<file path="src/rtl/cpu_pkg.sv">
// Shared encodings for the single-cycle MIPS core: next-PC select values and
// the kernel-space vector addresses. The decoder uses the same constants.
package cpu_pkg;

  localparam int unsigned PC_SRC_W = 3;

  typedef enum logic [PC_SRC_W-1:0] {
    PC_SEQ = 3'd0,
    PC_BR  = 3'd1,
    PC_J   = 3'd2,
    PC_JR  = 3'd3,
    PC_IRQ = 3'd4,
    PC_EXC = 3'd5
  } pc_src_e;

  localparam logic [31:0] RESET_PC_DEF = 32'h8000_0000;
  localparam logic [31:0] IRQ_VEC_DEF  = 32'h8000_0004;
  localparam logic [31:0] EXC_VEC_DEF  = 32'h8000_0008;

  // True for selects that redirect into a handler and so do not commit.
  function automatic logic is_entry(input logic [PC_SRC_W-1:0] sel);
    return sel[2];
  endfunction

endpackage

</file>
<file path="src/rtl/pc_next_mux.sv">
// Combinational next-PC selection and the $k0 save value for handler entry.
// Selects 6 and 7 fall through to the exception vector.
module pc_next_mux
  import cpu_pkg::*;
#(
  parameter logic [31:0] IRQ_VEC = IRQ_VEC_DEF,
  parameter logic [31:0] EXC_VEC = EXC_VEC_DEF
) (
  input  logic [31:0] pc,
  input  logic [31:0] pc_plus4,
  input  logic [2:0]  pc_src,
  input  logic        branch_taken,
  input  logic [15:0] imm16,
  input  logic [25:0] target26,
  input  logic [31:0] rs_data,
  output logic [31:0] next_pc,
  output logic [31:0] save_pc
);

  logic [31:0] br_offset;
  logic [31:0] br_target;

  assign br_offset = {{14{imm16[15]}}, imm16, 2'b00};
  assign br_target = pc_plus4 + br_offset;

  // Only jr may change pc[31]; branch and jump splice the current kernel bit back in.
  always_comb begin
    next_pc = EXC_VEC;
    case (pc_src)
      PC_SEQ:  next_pc = pc_plus4;
      PC_BR:   next_pc = branch_taken ? {pc[31], br_target[30:0]} : pc_plus4;
      PC_J:    next_pc = {pc[31], pc_plus4[30:28], target26, 2'b00};
      PC_JR:   next_pc = rs_data;
      PC_IRQ:  next_pc = IRQ_VEC;
      default: next_pc = EXC_VEC;
    endcase
  end

  assign save_pc = (pc_src == PC_IRQ) ? pc : pc_plus4;

endmodule

</file>
<file path="src/rtl/pc_unit.sv">
// Program-counter stage: holds PC, the latched interrupt request and the
// committed-instruction counter; gates the IRQ seen by the decoder.
module pc_unit
  import cpu_pkg::*;
#(
  parameter logic [31:0] RESET_PC = RESET_PC_DEF,
  parameter logic [31:0] IRQ_VEC  = IRQ_VEC_DEF,
  parameter logic [31:0] EXC_VEC  = EXC_VEC_DEF
) (
  input  logic        clk,
  input  logic        reset,
  input  logic        stall,
  input  logic [2:0]  pc_src,
  input  logic        branch_taken,
  input  logic [15:0] imm16,
  input  logic [25:0] target26,
  input  logic [31:0] rs_data,
  input  logic        irq_in,
  output logic [31:0] pc,
  output logic [31:0] pc_plus4,
  output logic [31:0] save_pc,
  output logic        irq_out,
  output logic [31:0] instr_count
);

  logic [31:0] pc_q, pc_d;
  logic        irq_pending_q, irq_pending_d;
  logic [31:0] instr_count_q, instr_count_d;
  logic [31:0] next_pc;

  assign pc_plus4 = pc_q + 32'd4;

  pc_next_mux #(
    .IRQ_VEC (IRQ_VEC),
    .EXC_VEC (EXC_VEC)
  ) u_next (
    .pc           (pc_q),
    .pc_plus4     (pc_plus4),
    .pc_src       (pc_src),
    .branch_taken (branch_taken),
    .imm16        (imm16),
    .target26     (target26),
    .rs_data      (rs_data),
    .next_pc      (next_pc),
    .save_pc      (save_pc)
  );

  // Clearing on interrupt entry beats a simultaneous new request; a still-high
  // irq_in simply re-sets the bit on the following edge.
  always_comb begin
    pc_d          = pc_q;
    irq_pending_d = irq_pending_q;
    instr_count_d = instr_count_q;
    if (!stall) begin
      pc_d = next_pc;
      if (!is_entry(pc_src)) instr_count_d = instr_count_q + 32'd1;
    end
    if (!stall && pc_src == PC_IRQ) irq_pending_d = 1'b0;
    else if (irq_in)                irq_pending_d = 1'b1;
  end

  always_ff @(posedge clk) begin
    if (reset) begin
      pc_q          <= RESET_PC;
      irq_pending_q <= 1'b0;
      instr_count_q <= 32'd0;
    end else begin
      pc_q          <= pc_d;
      irq_pending_q <= irq_pending_d;
      instr_count_q <= instr_count_d;
    end
  end

  assign pc          = pc_q;
  assign instr_count = instr_count_q;
  assign irq_out     = irq_pending_q & ~pc_q[31] & ~stall;

endmodule

</file>
<file path="config.mk">
export PLATFORM = sky130hd
export DESIGN_NAME = pc_unit
export DESIGN_NICKNAME = d
export VERILOG_FILES = /design/src/rtl/cpu_pkg.sv /design/src/rtl/pc_next_mux.sv /design/src/rtl/pc_unit.sv
export SDC_FILE = /design/constraint.sdc
export NUM_CORES = 1
export LEC_CHECK = 0
export BUFFER_PORTS_ARGS = -buffer_cell sky130_fd_sc_hd__buf_2
export CAP_MARGIN = 15
export CORE_MARGIN = 3
export CORE_UTILIZATION = 56
export CTS_CLUSTER_SIZE = 25
export DETAILED_ROUTE_END_ITERATION = 7
export PLACE_DENSITY = 0.92
export SETUP_SLACK_MARGIN = 0.02
export SKIP_LAST_GASP = 1
export SYNTH_ARGS = -nofsm -noshare
export SYNTH_HDL_FRONTEND = slang
export SYNTH_SLANG_ARGS = --single-unit
export TNS_END_PERCENT = 10
</file>
<file path="constraint.sdc">
create_clock -name clk -period 11.1 [get_ports clk]
set_clock_uncertainty 0.1 [all_clocks]
set_input_delay 2.22 -clock clk [delete_from_list [all_inputs] [get_ports clk]]
set_output_delay 2.22 -clock clk [all_outputs]
set_load 0.01 [all_outputs]
</file>
==> results.sh <==
export IMPL_status="complete, no violations"
export IMPL_synth_edf_count=0
export IMPL_track_usage_pct=31.60
export IMPL_min_from="instr_count[28]"
export IMPL_cts_made_buffers=9
export IMPL_h_tree_depth=3
export IMPL_antenna_found_initial=1
export IMPL_fmax_ghz=0.1326
export IMPL_critPathArrivalTime_ns=5.22
export IMPL_synth_top_area_share_pct=20.59
export IMPL_min_period_over_period_pct=67.93
export IMPL_fin_crit_ns=7.541
export IMPL_cpMostUsedCell="buf_2"
export IMPL_final_layout_size_suffix_gt1_share_pct=27.67
export IMPL_cap_violations=0
export IMPL_drtPass1Iterations=5
export IMPL_rr_startpoint="pc[2]"
export IMPL_core_area_um2=10940
export IMPL_syn_to_final_growth_pct=18.89
export IMPL_yosysWarningCount=0
export IMPL_vias_per_cell=6.161
export IMPL_ant_nets=0
export IMPL_root_buffer="clkbuf_16"
export IMPL_syn_inst=820
export IMPL_worst_endpoint_required_ns=8.78
export IMPL_synth_nets=938
export IMPL_yosysSeqAreaShare_pct=20.59
export IMPL_synth_ff_type="dfxtp_1"
export IMPL_seq_area_um2=1301
export IMPL_io_buffers=210
export IMPL_nNetsFinal=1107
export IMPL_routed_wl_mm=20.61
export IMPL_dp_hpwl_mm=15.10
export IMPL_hold_class="flip-flop to flip-flop"
export IMPL_relSlewSlack_pct=33.40
export IMPL_power_density_nw_per_um2=94.00
export IMPL_cts_sinks=65
export IMPL_finalMaxSlewViolations=0
export IMPL_worst_path_max_delay_cell="nor2_1"
export IMPL_hold_buffers=0
export IMPL_finalWorstSetupSlack_ns=3.559
export IMPL_setup_viol=0
export IMPL_ys_top_cells_by_count="nor2_1, nand2_1, a21oi_1"
export IMPL_worst_path_buf_inv=2
export IMPL_worstSetupEndpointType="primary output"
export IMPL_dieArea_um2=12600
export IMPL_synth_top_cell_by_area="dfxtp_1"
export IMPL_timing_worst_setup_path_type="input pin to primary output"
export IMPL_synth_most_common_cell="nor2_1"
export IMPL_cts_resized_gates=0
export IMPL_dp_slack_ns=3.589
export IMPL_die_y_um=112.2
export IMPL_cts_setup_buffers=0
export IMPL_fillers=936
export IMPL_final_cells=1135
export IMPL_initial_core_util_pct=57.79
export IMPL_start_kind="input pin"
export IMPL_vias=6993
export IMPL_grt_overflow=0
export IMPL_wire_per_inst_um=18.16
export IMPL_hold_viol=0
export IMPL_max_stage_delay_ns=0.88
export IMPL_crit_path_max_fanout=36
export IMPL_grt_pass1_vias=6551
export IMPL_synth_distinct_cells=85
export IMPL_tightest_slew_ns=0.9914
export IMPL_ios=211
export IMPL_rsz0062_at_grt="no"
export IMPL_syn_area_um2=6320
export IMPL_grt_max_degree=67
export IMPL_async_flop_share_pct=0
export IMPL_cts_tree="done"
export IMPL_setup_tns_ns=0
export IMPL_multiInputGateArea_um2=4577
export IMPL_cts_path_max_buffers=2
export IMPL_rows=38
export IMPL_gp_congestion=0.9985
export IMPL_ys_ff_latch=65
export IMPL_drtIter0Drc=735
export IMPL_peakVddDrop_mv=0.06303
export IMPL_hold_slack_ns=0.3989
export IMPL_grt_pass1_wl_mm=32.88
export IMPL_p_leak_nw=3.518
export IMPL_worst_path_dominant_cell_family="simple AND/OR/NAND/NOR gates"
export IMPL_crit_start="pc_src[0]"
export IMPL_netlist_top_cells_area="dfxtp_1, ha_1, xnor2_1"
export IMPL_avgSynthCellArea_um2=7.707
export IMPL_clk_pin_slew_ns=0.06
export IMPL_dp_cells=1118
export IMPL_fp_dieW_um=112.2
export IMPL_drc=0
export IMPL_crit_chain="buf_2 -> nor2_1 -> nand2_1 -> and3_1 -> nand3_1 -> xnor2_1 -> buf_2"
export IMPL_clkLatencyLatePin_ns=0.33
export IMPL_total_power_uw=706.3
## flip-flops by register name (all words and copies together) (netlist names)
signal / count
instr_count: 32
irq_pending_q: 1
pc: 32
## worst reg2reg max path, cell delays in order (launching register included)
cell and delay (ns):
dfxtp_1 0.50, ha_1 0.26, nand3_1 0.24, nor2_2 0.36
and3_1 0.34, and3_1 0.51, nand2_1 0.20, xnor2_1 0.25
ha_1 0.34, a21o_1 0.20, a21oi_1 0.25, o21bai_1 0.10
a21oi_1 0.26, mux2_2 0.37, a31o_2 0.22, nor4_1 0.23
nor3_1 0.09, o31a_1 0.24
## worst paths after layout
kind / slack (ns) / depth (start not counted) / end
hold reg to reg: 0.40 / 2 / instr_count[28]
setup / recovery: 3.56 / 7 / save_pc[30]
hold / removal: 0.40 / 2 / instr_count[28]
setup reg to reg: 5.95 / 17 / pc[30]
## logic make-up after synthesis
logic type      after synthesis  share of synthesized area [%]
simple gates                312                          25.04
compound gates              213                          22.00
xor+xnor                     96                          13.42
buf+inv                      70                          7.028
flops                        65                          20.59
fa+ha+maj                    36                          7.246
mux                          28                          4.672
## cells in the final DEF, fill, tap and decap left out, types with 12 or more instances in the layout
cell type    n
nor3_1      23
or3_1       13
nand2_1     78
xor2_1      46
nor2_1      85
nand3_1     31
a22oi_1     20
o21ai_0     40
buf_2      210
ha_1        35
mux2_2      12
nand4_1     19
mux2i_1     16
dfxtp_1     65
and3_1      14
xnor2_1     49
inv_1       14
a21oi_1     70
## cell type report
| type | instances | share of cell area [%] |
|---|---|---|
| diodes | 1 | 0.03331 |
| clock buffers | 9 | 2.998 |
| clock inverters | 7 | 1.366 |
| inverters | 15 | 0.7494 |
| multi-input cells | 685 | 60.92 |
| flip-flops and latches | 65 | 17.32 |
| well taps | 140 | 2.331 |
| repair buffers | 213 | 14.29 |
## power breakdown
part / internal [mW] / total, mW / leakage [nW] / switching (mW)
logic: 0.0590 / 0.145 / 2.83 / 0.0862
registers: 0.237 / 0.245 / 0.526 / 0.00824
clock network: 0.199 / 0.316 / 0.162 / 0.116
total: 0.496 / 0.706 / 3.52 / 0.211
## stage by stage
stage | instance area (um2) | utilization [%]
finish | 7513 | 68.71
global route | 7513 | 68.71
CTS | 7511 | 68.68
detailed placement | 7183 | 65.69
global placement | 7183 | 65.69
floorplan | 6320 | -
## layer usage
layer  share of wire (%)  vias to the layer above  global-route usage [%]
li1                    -                     3316                       -
met1                  39                     3198                   39.53
met2                  47                      411                   52.92
met3                 9.3                       68                   4.852
met4                 4.1                        0                   15.71
met5                   0                        -                       0
Note: power is estimated with default switching activity, not from simulation.
